===== src/rtl/shift_tx_ctrl_piso_shift_reg.sv =====
// Parallel-load, right-shift register feeding the serial output.
// Load wins over shift so a restart or clear is never lost to a shift.
module piso_shift_reg #(
  parameter int N = 8
) (
  input  logic         clk,
  input  logic         rst,
  input  logic         load,
  input  logic         shift,
  input  logic [N-1:0] din,
  output logic         q0
);
  logic [N-1:0] q;

  always_ff @(posedge clk or posedge rst) begin
    if (rst)        q <= '0;
    else if (load)  q <= din;
    else if (shift) q <= {1'b0, q[N-1:1]};
  end

  assign q0 = q[0];
endmodule


===== src/rtl/shift_tx_ctrl.sv =====
// Parallel-in/serial-out transmitter controller: LSB first, DIV clocks per bit,
// busy while sending, bit_tick per bit period, done_tick on the final bit cycle.
module shift_tx_ctrl #(
  parameter int N   = 8,
  parameter int DIV = 4
) (
  input  logic         clk,
  input  logic         rst,
  input  logic         start,
  input  logic [N-1:0] din,
  output logic         sh_out,
  output logic         busy,
  output logic         done_tick,
  output logic         bit_tick
);
  localparam logic IDLE  = 1'b0;
  localparam logic SHIFT = 1'b1;
  localparam int DW = (DIV > 1) ? $clog2(DIV) : 1;
  localparam int BW = $clog2(N);
  localparam logic [DW-1:0] DIV_LAST = DW'(DIV - 1);
  localparam logic [BW-1:0] BIT_LAST = BW'(N - 1);

  logic          state;
  logic [DW-1:0] div_cnt;
  logic [BW-1:0] bit_cnt;
  logic          accept;
  logic          q0;

  assign accept    = (state == IDLE) && start;
  assign busy      = (state == SHIFT);
  assign bit_tick  = busy && (div_cnt == DIV_LAST);
  assign done_tick = bit_tick && (bit_cnt == BIT_LAST);
  assign sh_out    = busy & q0;

  always_ff @(posedge clk or posedge rst) begin
    if (rst) begin
      state   <= IDLE;
      div_cnt <= '0;
      bit_cnt <= '0;
    end else begin
      case (state)
        IDLE: if (start) begin
          div_cnt <= '0;
          bit_cnt <= '0;
          state   <= SHIFT;
        end
        default: begin
          div_cnt <= bit_tick ? '0 : div_cnt + DW'(1);
          if (bit_tick) begin
            if (bit_cnt == BIT_LAST) state <= IDLE;
            else                     bit_cnt <= bit_cnt + BW'(1);
          end
        end
      endcase
    end
  end

  // Reloading with zero on the final tick leaves the shifter clean for IDLE.
  piso_shift_reg #(.N(N)) u_sreg (
    .clk   (clk),
    .rst   (rst),
    .load  (accept | done_tick),
    .shift (bit_tick & ~done_tick),
    .din   (accept ? din : '0),
    .q0    (q0)
  );
endmodule


===== config.mk =====
export PLATFORM = sky130hd
export DESIGN_NAME = shift_tx_ctrl
export DESIGN_NICKNAME = d
export VERILOG_FILES = /design/src/rtl/shift_tx_ctrl_piso_shift_reg.sv /design/src/rtl/shift_tx_ctrl.sv
export SDC_FILE = /design/constraint.sdc
export NUM_CORES = 1
export LEC_CHECK = 0
export CAP_MARGIN = 20
export CORE_UTILIZATION = 52
export DETAILED_ROUTE_END_ITERATION = 10
export PLACE_DENSITY = 0.91
export SYNTH_ARGS = -nofsm -noshare
export SYNTH_HDL_FRONTEND = slang
export SYNTH_HIERARCHICAL = 1
export SYNTH_SLANG_ARGS = --single-unit

===== constraint.sdc =====
create_clock -name clk -period 3.6 [get_ports clk]
set_clock_uncertainty 0.2 [all_clocks]
set_input_delay 0.36 -clock clk [delete_from_list [all_inputs] [get_ports clk]]
set_output_delay 0.36 -clock clk [all_outputs]
set_load 0.005 [all_outputs]

# Word level (Yosys, flattened, before mapping)
# Index checks and enable logic that the tools add are counted.
dict set report word_totals {
  ff_bits 14
  word_cells 35
  in_bits 11
  out_inout_bits 4
}
dict set report op_classes {
  reduce_logical 6
  n_eq_ne 4
  bitwise_logic 5
  addsub 2
  mux 14
}
# operator n
set ops {}
lappend ops {{two-way mux 8 bit} 3}
lappend ops {{two-way mux 3 bit} 4}
lappend ops {{two-way mux 2 bit} 3}
lappend ops {{two-way mux 1 bit} 4}
lappend ops {{inequality test 2 bit (second input constant)} 2}
lappend ops {{nonzero test 2 bit} 2}
lappend ops {{adder 3 x 1 -> 3 bit (second input constant)} 1}
lappend ops {{equality test 3 bit (second input constant)} 1}
lappend ops {{logical AND 1 bit} 3}
lappend ops {{AND reduction 3 bit} 1}
lappend ops {{adder 2 x 1 -> 2 bit (second input constant)} 1}
lappend ops {{AND 1 bit} 2}
lappend ops {{equality test 2 bit (second input constant)} 1}
lappend ops {{inverter 1 bit} 2}
lappend ops {{bitwise OR 1 bit} 1}

# Longest topological paths before layout
dict set report logic_depth {
  depth_word 7
  ltp_mapped 7
  ltp_nobuf 6
}

# By module
# The synthesis kept the hierarchy.
# mod n_inst area_each_um2 cells_per_inst seq_area_each_um2
set modules_own_cells {}
lappend modules_own_cells {shift_tx_ctrl 1 391.6 40 150.1}
lappend modules_own_cells {piso_shift_reg 1 372.9 35 200.2}

# Least setup slack after synthesis
# OpenSTA, ideal clock, no wires.
dict set report synth_timing {
  path_kind {flip-flop to flip-flop}
  startpoint {reg bit_cnt[0]}
  endpoint {reg u_sreg.q[7]}
  stages_incl_launch_ff 8
  t_arrival_ns 1.533
  setup_time_ns 0.127
  path_slack_ns 1.740
  path_buffers 1
  synth_period_minus_slack_ns 1.860
  required_ns 3.273
  path_cell_list {dfrtp_1 ha_1 ha_1 and3_1 or2_2 buf_6 nand2_1 o21ai_0}
}
dict set report synth_between {
  elab_chain_len 5
  word_cells_on_any_way 7
  cone_classes {eq/ne (1); mux (1); bitwise (3); reduce/logical (2)}
}
# item line_no
set synth_lines {}
lappend synth_lines {{from (decl)} shift_tx_ctrl.sv:25} ;# logic [BW-1:0] bit_cnt;
lappend synth_lines {{from (signal assigned)} shift_tx_ctrl.sv:51} ;# else bit_cnt <= bit_cnt + BW'(1);
lappend synth_lines {{equality test 3 bit (*)} shift_tx_ctrl.sv:32} ;# assign done_tick = bit_tick && (bit_cnt == BIT_LAST);
lappend synth_lines {{logical AND 1 bit (*)} shift_tx_ctrl.sv:32}
lappend synth_lines {{net done_tick} shift_tx_ctrl.sv:13} ;# output logic done_tick,
lappend synth_lines {{inverter 1 bit} shift_tx_ctrl.sv:63} ;# .shift (bit_tick & ~done_tick),
lappend synth_lines {{AND 1 bit} shift_tx_ctrl.sv:63}
lappend synth_lines {{nonzero test 2 bit (no source line)} n/a}
lappend synth_lines {{to (signal assigned)} shift_tx_ctrl_piso_shift_reg.sv:17} ;# else if (load) q <= din;
lappend synth_lines {{to (signal assigned)} shift_tx_ctrl_piso_shift_reg.sv:18} ;# else if (shift) q <= {1'b0, q[N-1:1]};
lappend synth_lines {{to (decl)} shift_tx_ctrl_piso_shift_reg.sv:13} ;# logic [N-1:0] q;
# The timed path passes the listed nets; every way through them passes the cells marked *.
# A chain may end at the register's enable or synchronous reset.

# Final worst setup path
dict set report layout_timing {
  startpoint {reg bit_cnt[0]}
  endpoint {out done_tick}
}
dict set report layout_between {
  elab_chain_len 2
}
# item line_no
set layout_lines {}
lappend layout_lines {{equality test 3 bit} shift_tx_ctrl.sv:32}
lappend layout_lines {{logical AND 1 bit} shift_tx_ctrl.sv:32}
lappend layout_lines {{to (decl)} shift_tx_ctrl.sv:13}
# No other way between the ends.

==> qor.csv <==
stage,metric,value,unit
placement,globalplace.congestion,0.749,
synthesis,yosysTopAreaCellShare,0.458,
critical_path,r2r-end,u_sreg/q[7]$_DFFE_PP0P_,
critical_path,crit_required,3.04,ns
critical_path,worstPathArrival,1.76,ns
flow_run,maxCapViolations,0,
die,design.die.area,1630,um2
drt,drc,0,
clocking,htree_levels,1,
grt,met1_usage,0.284,
sta,hold_viol_final,0,
clocking,path_clk_slew,0.08,ns
grt,grt_pass1_vias,484,
synthesis,synth_area,764,um2
layout,ff_latch_area,350,um2
power,ir_drop,0.403,mV
critical_path,critPathMaxFanout,3,
sta,finalSetupViolCount,0,
layout,final_cell_mix,"14 x dfrtp_1, 14 x clkdlybuf4s50_1, 10 x and2_1, 10 x nand2_1, 8 x mux2i_1",
placement,dpl_cell_area,893,um2
synthesis,yosys.area.top_type,dfrtp_1,
clocking,clock_path_buffers,2,
layout,diodes,0,
drt,ant_nets,0,
clocking,tritoncts,built,
clocking,clockRootBuffer,clkbuf_4,
power,powerDensity,608,nW/um2
drt,firstDrtPassIters,2,
layout,fin_nets,105,
grt,grt_pass1_wl,2.17,mm
drt,drtIter0Drc,6,
clocking,ctsResizeCount,0,
synthesis,ys.warnings.count,6,
clocking,clkLatencyLatePin,0.29,ns
synthesis,yosys-top-cells-area,"dfrtp_1 46%, mux2i_1 10%, and2_1 8.2%, ha_1 4.9%, nand2_1 4.9%",
critical_path,slowest_delay,0.45,ns
sta,period_needed,2.32,ns
critical_path,cp-start-kind,flip-flop,
critical_path,reg2reg_depth,6,
grt,gr-total-overflow,0,
power,p_total,0.565,mW
sta,max_freq,431,MHz
layout,stdcell_area,930,um2
synthesis,yosysUniqueCellTypes,23,
layout,fillers,107,
sta,rsz0062_at_grt,false,
critical_path,cpMostUsedCell,ha_1,
sta,slew_viol_final,0,
die,dieHeight,40.3,um
grt,met2_usage,0.306,
synthesis,syn-num-nets,89,
die,fp-row-count,13,
clocking,hold_buffers,0,
grt,antenna_found_initial,0,
critical_path,path_cells,"ha_1, ha_1, and3_1, clkdlybuf4s50_1",
clocking,clock_sinks,14,
drt,vias,548,
sta,finalSetupTns,0,ns
layout,multi_input_area,377,um2
sta,finalCritPeriodShare,0.645,
sta,slew_headroom,0.625,
grt,busiest_layer,met2,
critical_path,r2r_start,bit_cnt[0]$_DFFE_PP0P_,
grt,gr-usage-met3,0.100,
drt,wirelength,1.35,mm
clocking,cts_buffers,3,
placement,hpwl,1.04,mm
run_status,status,completed,
clocking,postCtsSetupRepairBufs,0,
synthesis,netlist_instances,75,
sta,worst_pin_slew,0.561,ns
drt,wire_per_inst,12.8,um
hold_path,hold_class,primary input to async pin,
critical_path,end_kind,primary output,
critical_path,criticalPathCategory,flip-flop to primary output,
die,die_w,40.3,um
synthesis,ys_ff_latch,14,
placement,io_buffers,14,
grt,grt_use_total,0.215,
die,start_util,0.573,
layout,syn_to_final_growth,21.6,%
power,p_leak,0.425,nW
layout,drive_above_1_share,0.0889,
critical_path,worst-r2r-setup-slack,1.58,ns
grt,grt_max_degree,17,
synthesis,syn_avg_cell_area,10.2,um2
critical_path,crit_slowest_cell,clkdlybuf4s50_1,
synthesis,synth_seq_area_share,0.458,
die,core_area,1330,um2
die,ios,15,
drt,vias_per_cell,5.22,
[per-stage QoR]
stage,utilization,hold slack (ns),cells,setup slack (ns)
finish,0.697,0.113,105,1.28
global route,0.697,0.109,105,1.22
CTS,0.697,0.112,105,1.26
detailed placement,0.670,0.301,101,1.40
global placement,0.670,0.284,101,1.51
floorplan,-,-0.0490,75,1.74
[cell type report]
class                           count  share of cell area
Sequential cell                    14               0.377
Inverter                            2             0.00808
Clock buffer                        4              0.0390
Tap cell                           15              0.0202
Timing Repair Buffer               14               0.151
Multi-Input combinational cell     56               0.405
[routing by layer]
layer | wire, um | up-vias | part of all wire
li1 | - | 279 | -
met4 | 15 | 0 | 0.011
met1 | 654 | 256 | 0.49
met5 | 0 | - | 0
met3 | 60 | 3 | 0.045
met2 | 616 | 10 | 0.46
[sequential cells by signal, summed over array words and instances (netlist names)]
register / cells
bit_cnt: 3
u_sreg/q: 8
busy: 1
div_cnt: 2
[logic make-up (layout without fill, tap and decap cells)]
| family | count (synthesis) | after routing | share of synthesized area |
|---|---|---|---|
| flip-flops | 14 | 14 | 0.458 |
| buffers and inverters | 5 | 20 | 0.0491 |
| AND/OR/NAND/NOR | 32 | 32 | 0.229 |
| multiplexers | 9 | 9 | 0.124 |
| adder cells (fa/ha/maj) | 3 | 3 | 0.0491 |
| AO/OA/AOI/OAI | 12 | 12 | 0.0900 |
[worst max path at each step]
stage | startpoint | cells after the start | endpoint
after floorplan | bit_cnt[0]$_DFFE_PP0P_ | 7 | u_sreg/q[7]$_DFFE_PP0P_
after global placement | start | 5 | u_sreg/q[7]$_DFFE_PP0P_
after detailed placement | start | 5 | u_sreg/q[7]$_DFFE_PP0P_
after CTS | bit_cnt[0]$_DFFE_PP0P_ | 4 | done_tick
after global routing | bit_cnt[0]$_DFFE_PP0P_ | 4 | done_tick
final | bit_cnt[0]$_DFFE_PP0P_ | 4 | done_tick
[Yosys cell counts]
cell type  number
or2_2           1
nand2b_1        4
nand3_1         1
o211ai_1        1
dfrtp_1        14
o21ai_1         7
buf_4           1
a22o_1          1
and2_1         10
nor2b_1         1
nor2b_2         1
ha_1            3
buf_6           2
mux2_4          1
nand2_1        10
nand3b_1        1
nor2_1          1
inv_1           2
mux2i_1         8
a21o_1          1
o21ai_0         2
and3_1          1
nor2_2          1
[worst max-delay path, delay by kind of cell, from the launching register on]
kind,cells,cell delay (ns)
adders and majority gates,2,0.41
DFF,1,0.41
buffers and inverters,1,0.45
and+or+nand+nor,1,0.20
[power by group]
part | total (mW) | internal (mW) | switching (mW)
Combinational | 0.216 | 0.123 | 0.0922
Sequential | 0.236 | 0.203 | 0.0327
Clock | 0.114 | 0.0617 | 0.0523
Total | 0.565 | 0.388 | 0.177
Note: power is estimated with default switching activity, not from simulation.
